<file path="src/rtl/mem_port_arbiter_pkg.sv">
// mem_port_arbiter_pkg
//   Shared types and constants for the unified memory port arbiter.
//   arb_state_e  : arbiter sequencing states (idle / waiting / responding)
//   arb_owner_e  : which requester owns the in-flight memory access
//   ARB_ERR_DATA : default read data returned when the memory times out
//   ARB_BE_WORD  : full-word byte enable used for instruction fetches
package mem_port_arbiter_pkg;

  typedef enum logic [1:0] {
    ARB_IDLE = 2'd0,
    ARB_BUSY = 2'd1,
    ARB_RESP = 2'd2
  } arb_state_e;

  typedef enum logic {
    OWN_IF  = 1'b0,
    OWN_LSU = 1'b1
  } arb_owner_e;

  localparam logic [31:0] ARB_ERR_DATA = 32'hDEAD_BEEF;
  localparam logic [3:0]  ARB_BE_WORD  = 4'hF;

endpackage

</file>
<file path="src/rtl/mem_arb_timeout_counter.sv">
// mem_arb_timeout_counter
//   Clear/enable up-counter that flags when it has reached TIMEOUT-1.
//   clock    : core clock
//   reset    : synchronous active-high reset
//   clear    : force the count to zero (has priority over enable)
//   enable   : advance the count by one
//   terminal : count == TIMEOUT-1
module mem_arb_timeout_counter #(
  parameter int TIMEOUT = 16
) (
  input  logic clock,
  input  logic reset,
  input  logic clear,
  input  logic enable,
  output logic terminal
);

  localparam int CW = $clog2(TIMEOUT);
  localparam logic [CW-1:0] LAST = CW'(TIMEOUT - 1);

  logic [CW-1:0] count_reg;

  always_ff @(posedge clock) begin
    if (reset || clear) begin
      count_reg <= '0;
    end else if (enable && (count_reg != LAST)) begin
      // Holding at LAST keeps a non power-of-two TIMEOUT from wrapping.
      count_reg <= count_reg + 1'b1;
    end
  end

  assign terminal = (count_reg == LAST);

endmodule

</file>
<file path="src/rtl/mem_port_arbiter.sv">
// mem_port_arbiter
//   Shares the single unified memory port between instruction fetch (IF)
//   and the load/store unit (LSU). Each access is sequenced as
//   grant (IDLE) -> wait for mem_rvalid_ip (BUSY) -> return data (RESP).
//
//   Optional build macro MEM_ARB_RR_EN:
//     defined   : round-robin between IF and LSU on contention
//     undefined : fixed LSU priority (IF may starve behind back-to-back LSU)
//
//   Ports
//     clock, reset             : core clock, synchronous active-high reset
//     flush_ip                 : pipeline flush, squashes fetch traffic
//     if_req_ip/if_addr_ip     : fetch request, held until if_gnt_op
//     if_gnt_op                : fetch accepted this cycle (combinational)
//     if_rvalid_op/if_rdata_op : one-cycle fetch data return
//     lsu_req_ip/we/be/addr/wdata : LSU request, held until lsu_gnt_op
//     lsu_gnt_op               : LSU accepted this cycle (combinational)
//     lsu_rvalid_op/lsu_rdata_op : one-cycle load data / store ack (data 0)
//     mem_req_op/we/be/addr/wdata : one-cycle memory request, bus driven
//                                 only in the grant cycle, zero otherwise
//     mem_rvalid_ip/mem_rdata_ip : memory response for reads and writes
//     err_op                   : one-cycle pulse with a timed-out response
//
//   A transaction with no response spends exactly TIMEOUT cycles in BUSY
//   before returning ERR_DATA.
module mem_port_arbiter
  import mem_port_arbiter_pkg::*;
#(
  parameter int          TIMEOUT  = 16,
  parameter logic [31:0] ERR_DATA = ARB_ERR_DATA
) (
  input  logic        clock,
  input  logic        reset,
  input  logic        flush_ip,
  input  logic        if_req_ip,
  input  logic [31:0] if_addr_ip,
  output logic        if_gnt_op,
  output logic        if_rvalid_op,
  output logic [31:0] if_rdata_op,
  input  logic        lsu_req_ip,
  input  logic        lsu_we_ip,
  input  logic [3:0]  lsu_be_ip,
  input  logic [31:0] lsu_addr_ip,
  input  logic [31:0] lsu_wdata_ip,
  output logic        lsu_gnt_op,
  output logic        lsu_rvalid_op,
  output logic [31:0] lsu_rdata_op,
  output logic        mem_req_op,
  output logic        mem_we_op,
  output logic [3:0]  mem_be_op,
  output logic [31:0] mem_addr_op,
  output logic [31:0] mem_wdata_op,
  input  logic        mem_rvalid_ip,
  input  logic [31:0] mem_rdata_ip,
  output logic        err_op
);

  arb_state_e  state_reg, state_next;
  arb_owner_e  owner_reg;
  logic        store_reg;
  logic        squash_reg;
  logic        err_reg;
  logic [31:0] if_rdata_reg;
  logic [31:0] lsu_rdata_reg;

  logic if_eff;
  logic pick_lsu;
  logic can_grant;
  logic grant_if;
  logic grant_lsu;
  logic in_busy;
  logic in_resp;
  logic timeout_tc;

  // A fetch raised in the same cycle as a flush is already on the wrong path.
  assign if_eff = if_req_ip & ~flush_ip;

`ifdef MEM_ARB_RR_EN
  arb_owner_e last_owner_reg;

  // On contention, the side that did not win last time goes first.
  assign pick_lsu = lsu_req_ip & (~if_eff | (last_owner_reg == OWN_IF));

  always_ff @(posedge clock) begin
    if (reset) begin
      last_owner_reg <= OWN_IF;
    end else if (grant_lsu) begin
      last_owner_reg <= OWN_LSU;
    end else if (grant_if) begin
      last_owner_reg <= OWN_IF;
    end
  end
`else
  // LSU carries the older instruction, so it always wins.
  assign pick_lsu = lsu_req_ip;
`endif

  // Grants are suppressed while reset is held so no request leaks out.
  assign can_grant = (state_reg == ARB_IDLE) & ~reset;
  assign grant_lsu = can_grant & pick_lsu;
  assign grant_if  = can_grant & if_eff & ~pick_lsu;
  assign in_busy   = (state_reg == ARB_BUSY);
  assign in_resp   = (state_reg == ARB_RESP);

  mem_arb_timeout_counter #(
    .TIMEOUT (TIMEOUT)
  ) u_timeout (
    .clock    (clock),
    .reset    (reset),
    .clear    (~in_busy),
    .enable   (in_busy),
    .terminal (timeout_tc)
  );

  // Memory bus is only non-zero in the grant cycle.
  always_comb begin
    mem_req_op   = grant_if | grant_lsu;
    mem_we_op    = 1'b0;
    mem_be_op    = '0;
    mem_addr_op  = '0;
    mem_wdata_op = '0;
    if (grant_lsu) begin
      mem_we_op    = lsu_we_ip;
      mem_be_op    = lsu_be_ip;
      mem_addr_op  = lsu_addr_ip;
      mem_wdata_op = lsu_wdata_ip;
    end else if (grant_if) begin
      mem_be_op   = ARB_BE_WORD;
      mem_addr_op = if_addr_ip;
    end
  end

  always_comb begin
    state_next = state_reg;
    unique case (state_reg)
      ARB_IDLE: if (grant_if || grant_lsu) state_next = ARB_BUSY;
      // A response arriving on the terminal cycle wins over the timeout.
      ARB_BUSY: if (mem_rvalid_ip || timeout_tc) state_next = ARB_RESP;
      ARB_RESP: state_next = ARB_IDLE;
      default:  state_next = ARB_IDLE;
    endcase
  end

  always_ff @(posedge clock) begin
    if (reset) begin
      state_reg     <= ARB_IDLE;
      owner_reg     <= OWN_IF;
      store_reg     <= 1'b0;
      squash_reg    <= 1'b0;
      err_reg       <= 1'b0;
      if_rdata_reg  <= '0;
      lsu_rdata_reg <= '0;
    end else begin
      state_reg <= state_next;
      unique case (state_reg)
        ARB_IDLE: begin
          if (grant_lsu) begin
            owner_reg <= OWN_LSU;
            store_reg <= lsu_we_ip;
          end else if (grant_if) begin
            owner_reg <= OWN_IF;
            store_reg <= 1'b0;
          end
        end
        ARB_BUSY: begin
          if (flush_ip && (owner_reg == OWN_IF)) begin
            squash_reg <= 1'b1;
          end
          if (mem_rvalid_ip) begin
            // A squashed fetch still consumes (and captures) its response.
            if (owner_reg == OWN_LSU) begin
              lsu_rdata_reg <= store_reg ? '0 : mem_rdata_ip;
            end else begin
              if_rdata_reg <= mem_rdata_ip;
            end
          end else if (timeout_tc) begin
            err_reg <= 1'b1;
            if (owner_reg == OWN_LSU) begin
              lsu_rdata_reg <= ERR_DATA;
            end else begin
              if_rdata_reg <= ERR_DATA;
            end
          end
        end
        ARB_RESP: begin
          squash_reg <= 1'b0;
          err_reg    <= 1'b0;
        end
        default: begin
          squash_reg <= 1'b0;
          err_reg    <= 1'b0;
        end
      endcase
    end
  end

  // A flush landing in the response cycle itself also drops the fetch.
  assign if_rvalid_op  = in_resp & (owner_reg == OWN_IF) & ~squash_reg & ~flush_ip;
  assign lsu_rvalid_op = in_resp & (owner_reg == OWN_LSU);
  assign err_op        = in_resp & err_reg;
  assign if_gnt_op     = grant_if;
  assign lsu_gnt_op    = grant_lsu;
  assign if_rdata_op   = if_rdata_reg;
  assign lsu_rdata_op  = lsu_rdata_reg;

endmodule

</file>
<file path="config.mk">
export PLATFORM = sky130hd
export DESIGN_NAME = mem_port_arbiter
export DESIGN_NICKNAME = d
export VERILOG_FILES = /design/src/rtl/mem_port_arbiter_pkg.sv /design/src/rtl/mem_arb_timeout_counter.sv /design/src/rtl/mem_port_arbiter.sv
export SDC_FILE = /design/constraint.sdc
export NUM_CORES = 1
export LEC_CHECK = 0
export ABC_AREA = 1
export BUFFER_PORTS_ARGS = -buffer_cell sky130_fd_sc_hd__buf_2
export CAP_MARGIN = 20
export CORE_ASPECT_RATIO = 1.5
export CORE_UTILIZATION = 25
export CTS_CLUSTER_SIZE = 12
export DETAILED_ROUTE_END_ITERATION = 10
export PLACE_DENSITY = 0.63
export SETUP_SLACK_MARGIN = 0.1
export SLEW_MARGIN = 20
export SYNTH_ARGS = -nofsm -noshare
export SYNTH_HDL_FRONTEND = slang
export SYNTH_SLANG_ARGS = --single-unit
</file>
<file path="constraint.sdc">
create_clock -name clock -period 2.95 [get_ports clock]
set_input_delay 0.1475 -clock clock [delete_from_list [all_inputs] [get_ports clock]]
set_output_delay 0.1475 -clock clock [all_outputs]
set_load 0.02 [all_outputs]
</file>
* Word-level counts from Yosys, hierarchy flattened
Cells that the tools add are included.
Word-level totals: input port bits 139, output and inout bits 139, flip-flop bits (word level) 74, word-level logic and storage cells 76
Cells by class: bitwise gates (word level) 18, $add $sub $neg 1, reductions and logical operators 14, mux-type cells 26, equal/unequal tests 9
Operators by type and width (number):
- two-way mux 32 bit | 12
- AND 1 bit | 10
- AND reduction 3 bit | 3
- two-way mux 4 bit | 2
- inequality test 2 x 1 -> 1 bit (second input constant) | 4
- two-way mux 1 bit | 7
- inverter 1 bit | 7
- AND reduction 2 bit | 3
- adder 4 x 1 -> 4 bit (second input constant) | 1
- == test 4 bit (second input constant) | 1
- two-way mux 2 bit | 2
- inequality test 4 bit (second input constant) | 1
- one-hot mux 1 bit (2 select lines) | 2
- one-hot mux 2 bit (2 select lines) | 1
- nonzero test 2 bit | 2
- logical OR 1 bit | 3
- == test 2 x 1 -> 1 bit (second input constant) | 1
- == test 2 bit (second input constant) | 1
- logical AND 1 bit | 2
- zero test 2 bit | 1
- inequality test 2 bit (second input constant) | 1
- bitwise OR 1 bit | 1

* Logic depth before layout (Yosys ltp)
Gate-level depths: netlist (run 1).
depth in word-level cells 7, mapped depth 8

* By module
A second synthesis (run 1) with hierarchy kept.
Second synthesis, totals: cells, all modules 606, area total of the unflattened synthesis 3898.7 um^2
Modules (own cells, without submodules):
- mem_port_arbiter | area each 3698.5 um^2, instances 1, cells an instance 577, seq. area each 1401.3 um^2
- mem_arb_timeout_counter | area each 200.2 um^2, instances 1, cells an instance 29, seq. area each 80.1 um^2

* Least setup slack after synthesis (run 1)
OpenSTA, ideal clock, no wires.
path type flip-flop to output port, start point register state_reg[1], end point output mem_wdata_op[22], data arrival time 1238 ps, slack 1564 ps, cell stages (with the launch flop) 7, path buffers 1, cell sequence dfxtp_1 inv_2 nand2_2 nor3_4 inv_1 buf_4 nor2_1
On the way: longest elaborated chain between the ends 4
RTL lines:
- start: declaration | RTL line mem_port_arbiter.sv:58 | arb_state_e state_reg, state_next;
- start signal: assignment | RTL line mem_port_arbiter.sv:154 | state_reg <= state_next;
- zero test 2 bit | RTL line mem_port_arbiter.sv:99 | assign can_grant = (state_reg == ARB_IDLE) & ~reset;
- AND 1 bit | RTL line mem_port_arbiter.sv:99
- AND 1 bit | RTL line mem_port_arbiter.sv:100 | assign grant_lsu = can_grant & pick_lsu;
- two-way mux 32 bit | RTL line mem_port_arbiter.sv:122 | if (grant_lsu) begin
- end: declaration | RTL line mem_port_arbiter.sv:52 | output logic [31:0] mem_wdata_op,
Every way passes these cells.

* Worst setup path after layout (run 1)
start point register state_reg[1], end point output mem_wdata_op[26]
Same word-level chain as after synthesis.

==> results of run 1 <==
[layout make-up]
| cell class | instances | area (um^2) |
|---|---|---|
| clock buffer | 14 | 274 |
| clock inverter | 2 | 10.0 |
| fill | 1839 | 10500 |
| multi-input combinational | 451 | 1950 |
| sequential | 74 | 1480 |
| timing repair buffer | 282 | 1420 |
| inverter | 144 | 541 |
| antenna | 1 | 2.50 |
| tap | 206 | 258 |
[stage by stage]
step           hold WS [ns]  setup slack (ns)
4_1_cts              0.0900             0.632
6_report              0.104             0.668
2_1_floorplan         0.282              1.56
5_1_grt               0.111             0.449
3_5_place_dp          0.429              1.00
3_3_place_gp          0.427              1.04
[layer usage]
| layer | track usage [%] | wire [um] | vias up | share of wire [%] |
|---|---|---|---|---|
| met5 | 0 | 0 | - | 0 |
| met4 | 5.47 | 229 | 0 | 1.4 |
| met3 | 13.6 | 2890 | 14 | 17 |
| met2 | 32.3 | 7820 | 216 | 46 |
| met1 | 18.1 | 5940 | 2143 | 35 |
| li1 | - | - | 2612 | - |
[cells in the final DEF, fill, tap and decap left out]
cell,n
o211ai_1,1
nand2_4,1
clkinv_2,2
buf_4,5
nor3_4,1
dfxtp_1,74
nor4_1,1
clkbuf_16,9
diode_2,1
buf_2,277
nor3_1,1
nand2_1,226
a21oi_1,30
nor2_4,2
nand3_2,2
ha_1,1
nand3_1,7
nand4_1,31
a31oi_1,1
inv_1,139
clkbuf_8,3
o21ai_0,29
nand3_4,2
nor2_1,114
inv_2,5
nand2_2,1
clkbuf_1,2
[worst reg2reg max path, stage by stage (launching register included)]
cell	delay [ns]
dfxtp_1	0.36
ha_1	0.21
nand3_2	0.15
nand2_4	0.17
nand3_4	0.52
nor2_1	0.31
nor2_1	0.07
[synthesized netlist by cell type (all sizes together)]
cell / instances
ha: 1
dfxtp: 74
inv: 144
o21ai: 29
nor2: 116
nor4: 1
nand2: 228
nand4: 31
buf: 28
o211ai: 1
a31oi: 1
nand3: 11
clkbuf: 15
nor3: 2
a21oi: 30
[where the power goes]
group	switching (W)	internal [W]
clock	0.000401	0.000636
combinational	0.000450	0.000223
sequential	0.0000346	0.00106
[logic make-up (layout without fill, tap and decap cells)]
kind of cell | count (synthesis) | after routing | synth area share [%]
compound gates | 61 | 61 | 7.29
fa+ha+maj | 1 | 1 | 0.295
buf+inv | 187 | 442 | 19.0
flops | 74 | 74 | 35.0
other cells | 0 | 1 | 0
simple gates | 389 | 389 | 38.4
[how the worst min path moves through the flow]
| stage | start | to | slack [ns] | cells past startpoint |
|---|---|---|---|---|
| 2_1_floorplan | flush_ip | squash_reg$_SDFFE_PP0P_ | 0.28 | 2 |
| 3_3_place_gp | if_rdata_op[23]$_SDFFE_PP0P_ | if_rdata_op[23]$_SDFFE_PP0P_ | 0.43 | 2 |
| 3_5_place_dp | if_rdata_op[28]$_SDFFE_PP0P_ | if_rdata_op[28]$_SDFFE_PP0P_ | 0.43 | 2 |
| 4_1_cts | flush_ip | squash_reg$_SDFFE_PP0P_ | 0.09 | 3 |
| 5_1_grt | flush_ip | squash_reg$_SDFFE_PP0P_ | 0.11 | 3 |
| 6_report | flush_ip | squash_reg$_SDFFE_PP0P_ | 0.10 | 3 |
==> impl_metrics.env, run 1 <==
export IMPL_syn_inst=712
export IMPL_port_buffer_count=277
export IMPL_path_class="reg -> out"
export IMPL_crit_end="mem_wdata_op[26]"
export IMPL_rows=57
export IMPL_timing_rr_end="lsu_rdata_op[10]$_SDFFE_PP0P_"
export IMPL_critical_path_arrival_ns=2.13
export IMPL_grt_overflow=0
export IMPL_synthTopCellsByArea="dfxtp_1 (35%), nand2_1 (20%), inv_1 (12%)"
export IMPL_ios=278
export IMPL_area_growth_pct=40.2
export IMPL_rsz0062_at_grt="no"
export IMPL_yosysTopAreaCell="dfxtp_1"
export IMPL_p_total_w=0.00280
export IMPL_post_route_util_pct=36.2
export IMPL_cts_buffers=9
export IMPL_start_util_pct=25.8
export IMPL_reg2reg_slack_ns=1.05
export IMPL_slew_violations=0
export IMPL_path_cells="inv_2 -> nand2_2 -> nor3_4 -> inv_1 -> nor2_1 -> buf_2"
export IMPL_hold_viol=0
export IMPL_fmax_ghz=0.438
export IMPL_antenna_left=0
export IMPL_cts_htree_levels=3
export IMPL_cap_violations=0
export IMPL_cts_tree="done"
export IMPL_synth_top_area_share_pct=35.0
export IMPL_cp_max_fo=33
export IMPL_relSlewSlack_pct=32.3
export IMPL_cp_start_kind="register"
export IMPL_placed_cell_area_um2=5650
export IMPL_finClkSkew_ns=0.00517
export IMPL_finalSetupViolCount=0
export IMPL_powerDensity_nw_per_um2=472
export IMPL_fp_dieH_um=161
export IMPL_cp_end_kind="output pin"
export IMPL_worst_slew_pin_transition_ns=1.01
export IMPL_peakVddDrop_v=0.000263
export IMPL_startpoint="state_reg[1]$_SDFFE_PP0P_"
export IMPL_clock_path_buffers=2
export IMPL_hpwlAfterDp_um=13300
export IMPL_critPathBufInv=3
export IMPL_slowest_delay_ns=0.73
export IMPL_post_route_drc_count=0
export IMPL_syn_num_nets=852
export IMPL_worstReg2RegStart="u_timeout.count_reg[0]$_SDFFE_PP0P_"
export IMPL_syn_area_um2=4240
export IMPL_dp_cells=1157
export IMPL_clkSinkCount=74
export IMPL_postLayoutCellArea_um2=5940
export IMPL_required_ns=2.80
export IMPL_fin_cells=1174
export IMPL_clk_latency_ns=0.33
export IMPL_status="finished clean"
export IMPL_yosys_cell_types_count=27
export IMPL_hold_buffers=0
export IMPL_clkTransAtPathRegs_ns=0.05
export IMPL_synth_seq_cells=74
export IMPL_cts_post_setup_buffers_inserted=0
export IMPL_grt_max_degree=62
export IMPL_cts_root_buf="clkbuf_16"
export IMPL_fin_crit_sh_pct=77.3
export IMPL_chipWidth_um=108
export IMPL_dr_pass1_iters=4
export IMPL_cp_slowest_cell="inv_1"
export IMPL_core_um2=16400
export IMPL_drive_above_1_share_pct=32.1
export IMPL_reg2reg_depth=6
export IMPL_vias=4985
export IMPL_die_area_um2=17500
export IMPL_hold_class="in -> reg"
export IMPL_cts_resized=0
export IMPL_grt_usage_pct=19.0
export IMPL_antenna_found_initial=1
export IMPL_setup_tns_ns=0
export IMPL_wl_per_cell_um=14.4
export IMPL_yosys_warnings=0
export IMPL_grt_pass1_vias=4613
export IMPL_path_delay_family="buffers and inverters"
export IMPL_routabilityCongestion=0.787
export IMPL_syn_area_per_cell_um2=5.95
export IMPL_min_period_ns=2.28
export IMPL_ys_seq_area_share_pct=35.0
export IMPL_drt_total_wl_um=16900
export IMPL_grt_pass1_wl_um=24900
export IMPL_leakage_nw=3.69
export IMPL_drtIter0Drc=203
export IMPL_path_depth=6
export IMPL_drt_vias_per_instance=4.25
export IMPL_layout_nets=1102
Note: power is estimated with default switching activity, not from simulation.
==> run 2, diff against run 1 <==
- ABC_AREA: 1 -> 0
- PLACE_DENSITY: 0.63 -> 0.65
- clock period: 2.95 -> 2.2 ns (I/O delays scaled with it)
==> run 2 against run 1 <==
Against the previous run: cell area down 5.9%; die area down 11%; clock skew up 0.0030 ns; largest cell class unchanged.
==> impl_metrics.env, run 2 <==
export IMPL_rsz0062_at_grt="no"
export IMPL_ios=278
export IMPL_syn_area_um2=3780
export IMPL_vias=4400
export IMPL_syn_num_nets=573
export IMPL_finalSetupViolCount=0
export IMPL_leakage_nw=2.68
export IMPL_syn_inst=433
export IMPL_powerDensity_nw_per_um2=707
export IMPL_hold_class="in -> reg"
export IMPL_cts_post_setup_buffers_inserted=0
export IMPL_chipWidth_um=102
export IMPL_min_period_ns=1.98
export IMPL_placed_cell_area_um2=5240
export IMPL_drtIter0Drc=172
export IMPL_path_cells="nor3_2 -> nand2_1 -> inv_4 -> buf_4 -> or2_2 -> buf_2"
export IMPL_yosysTopAreaCell="dfxtp_1"
export IMPL_area_growth_pct=47.7
export IMPL_yosys_warnings=0
export IMPL_grt_pass1_wl_um=26100
export IMPL_slowest_delay_ns=0.53
export IMPL_synth_top_area_share_pct=39.2
export IMPL_rows=54
export IMPL_cts_buffers=9
export IMPL_peakVddDrop_v=0.000426
export IMPL_path_delay_family="flip-flops"
export IMPL_slew_violations=0
export IMPL_wl_per_cell_um=21.6
export IMPL_clk_latency_ns=0.34
export IMPL_synth_common_cells="a21oi_1 (89), dfxtp_1 (74), and2_1 (33)"
export IMPL_cp_slowest_cell="dfxtp_1"
export IMPL_cts_htree_levels=3
export IMPL_fillers=1575
export IMPL_port_buffer_count=277
export IMPL_required_ns=2.09
export IMPL_path_class="reg -> out"
export IMPL_post_route_drc_count=0
export IMPL_antenna_left=0
export IMPL_yosys_cell_types_count=44
export IMPL_drive_above_1_share_pct=50.2
export IMPL_cp_end_kind="output pin"
export IMPL_worst_slew_pin_transition_ns=0.792
export IMPL_dp_cells=869
export IMPL_grt_max_degree=72
export IMPL_final_common_cell="buf_2"
export IMPL_clkTransAtPathRegs_ns=0.07
export IMPL_critPathBufInv=3
export IMPL_fin_crit_sh_pct=89.9
export IMPL_drt_vias_per_instance=4.96
export IMPL_routabilityCongestion=0.762
export IMPL_final_cell_mix="buf_2 (276), a21oi_1 (89), dfxtp_1 (73), and2_1 (33), a22o_1 (32)"
export IMPL_clock_path_buffers=2
export IMPL_grt_pass1_vias=4181
export IMPL_hpwlAfterDp_um=14700
export IMPL_die_area_um2=15600
export IMPL_ys_flop_type="dfxtp_1"
export IMPL_fp_dieH_um=153
export IMPL_postLayoutCellArea_um2=5590
export IMPL_cts_tree="done"
export IMPL_hold_viol=0
export IMPL_layout_nets=826
export IMPL_clkSinkCount=74
export IMPL_drt_total_wl_um=19100
export IMPL_antennaDiodeCount=0
export IMPL_cp_start_kind="register"
export IMPL_dr_pass1_iters=4
export IMPL_synth_seq_cells=74
export IMPL_status="finished clean"
export IMPL_fin_cells=887
export IMPL_finClkSkew_ns=0.00817
export IMPL_post_route_util_pct=38.1
export IMPL_critical_path_arrival_ns=1.87
export IMPL_ys_seq_area_share_pct=39.2
export IMPL_synth_edf_count=0
export IMPL_grt_usage_pct=23.3
export IMPL_ys_async_sr_fraction_pct=0
export IMPL_synthTopCellsByArea="dfxtp_1 (39%), a21oi_1 (12%), a22o_1 (7.4%)"
export IMPL_syn_area_per_cell_um2=8.74
export IMPL_cp_max_fo=12
export IMPL_yosysMostFrequentCell="a21oi_1"
export IMPL_antenna_found_initial=1
export IMPL_fin_hold_ws_ns=0.0456
export IMPL_relSlewSlack_pct=47.2
export IMPL_grt_overflow=0
export IMPL_cts_root_buf="clkbuf_16"
export IMPL_core_um2=14700
export IMPL_cap_violations=0
export IMPL_setup_tns_ns=0
export IMPL_fmax_ghz=0.505
export IMPL_start_util_pct=25.8
==> run 2: cell types whose count changed after synthesis, sizes merged, moves of 32 or more <==
cell and change:
nand2 -225, inv -138, nor2 -109, a21oi +59, nor3 +50, and2 +33, a22o +32
==> run 2: layout make-up <==
class / instances / area [um^2] / area share [%]
multi-input cells: 302 / 1970 / 35.3
clock inverters: 7 / 81.3 / 1.46
well taps: 196 / 245 / 4.39
flip-flops and latches: 74 / 1480 / 26.5
repair buffers: 293 / 1550 / 27.8
clock buffers: 9 / 225 / 4.03
inverters: 6 / 25.0 / 0.448
==> run 2: tightest hold or removal path, cell delays in order <==
cell	delay, ns
buf_2	0.10
nand3_1	0.07
a21oi_1	0.05
==> run 2: path summary, 6_finish.rpt <==
check                               start                           end  slack [ns]  cells after the start
max reg2reg     state_reg[1]$_SDFFE_PP0P_  if_rdata_op[30]$_SDFFE_PP0P_        0.40                      4
min reg2reg  if_rdata_op[14]$_SDFFE_PP0P_  if_rdata_op[14]$_SDFFE_PP0P_        0.47                      2
max             state_reg[1]$_SDFFE_PP0P_                    mem_req_op        0.22                      6
min                       mem_rdata_ip[4]   if_rdata_op[4]$_SDFFE_PP0P_        0.05                      3
==> run 2: per-stage QoR <==
| stage | setup slack (ns) | total power, W |
|---|---|---|
| 3_3_place_gp | 0.391 | 0.00243 |
| 2_1_floorplan | 0.756 | 0.00203 |
| 3_5_place_dp | 0.345 | 0.00243 |
| 5_1_grt | 0.101 | 0.00410 |
| 4_1_cts | 0.117 | 0.00398 |
| 6_report | 0.222 | 0.00395 |
==> run 2: timing repair <==
item,4_1_cts,5_1_grt
resized for setup,0,5
hold buffers,1,0
setup endpoints to repair,0,34
hold endpoints to repair,1,0
==> run 2: layer usage <==
layer,vias up,GRT usage (%),part of all wire (%)
met5,-,0,0.089
met4,2,7.62,2.3
met3,22,12.5,14
met2,256,37.5,46
met1,2016,25.9,37
li1,2104,-,-
==> run 2: power breakdown <==
group | internal (W) | leakage, nW | switching (W) | total (W)
sequential | 0.00141 | 0.601 | 0.0000468 | 0.00146
combinational | 0.000344 | 1.93 | 0.000609 | 0.000953
clock | 0.000897 | 0.147 | 0.000642 | 0.00154
==> run 2: cell families after synthesis <==
logic type / count (synthesis) / share of synthesized area, %
compound gates: 175 / 29.5
xor+xnor: 1 / 0.232
flops: 74 / 39.2
simple gates: 125 / 21.8
buf+inv: 57 / 8.96
fa+ha+maj: 1 / 0.331
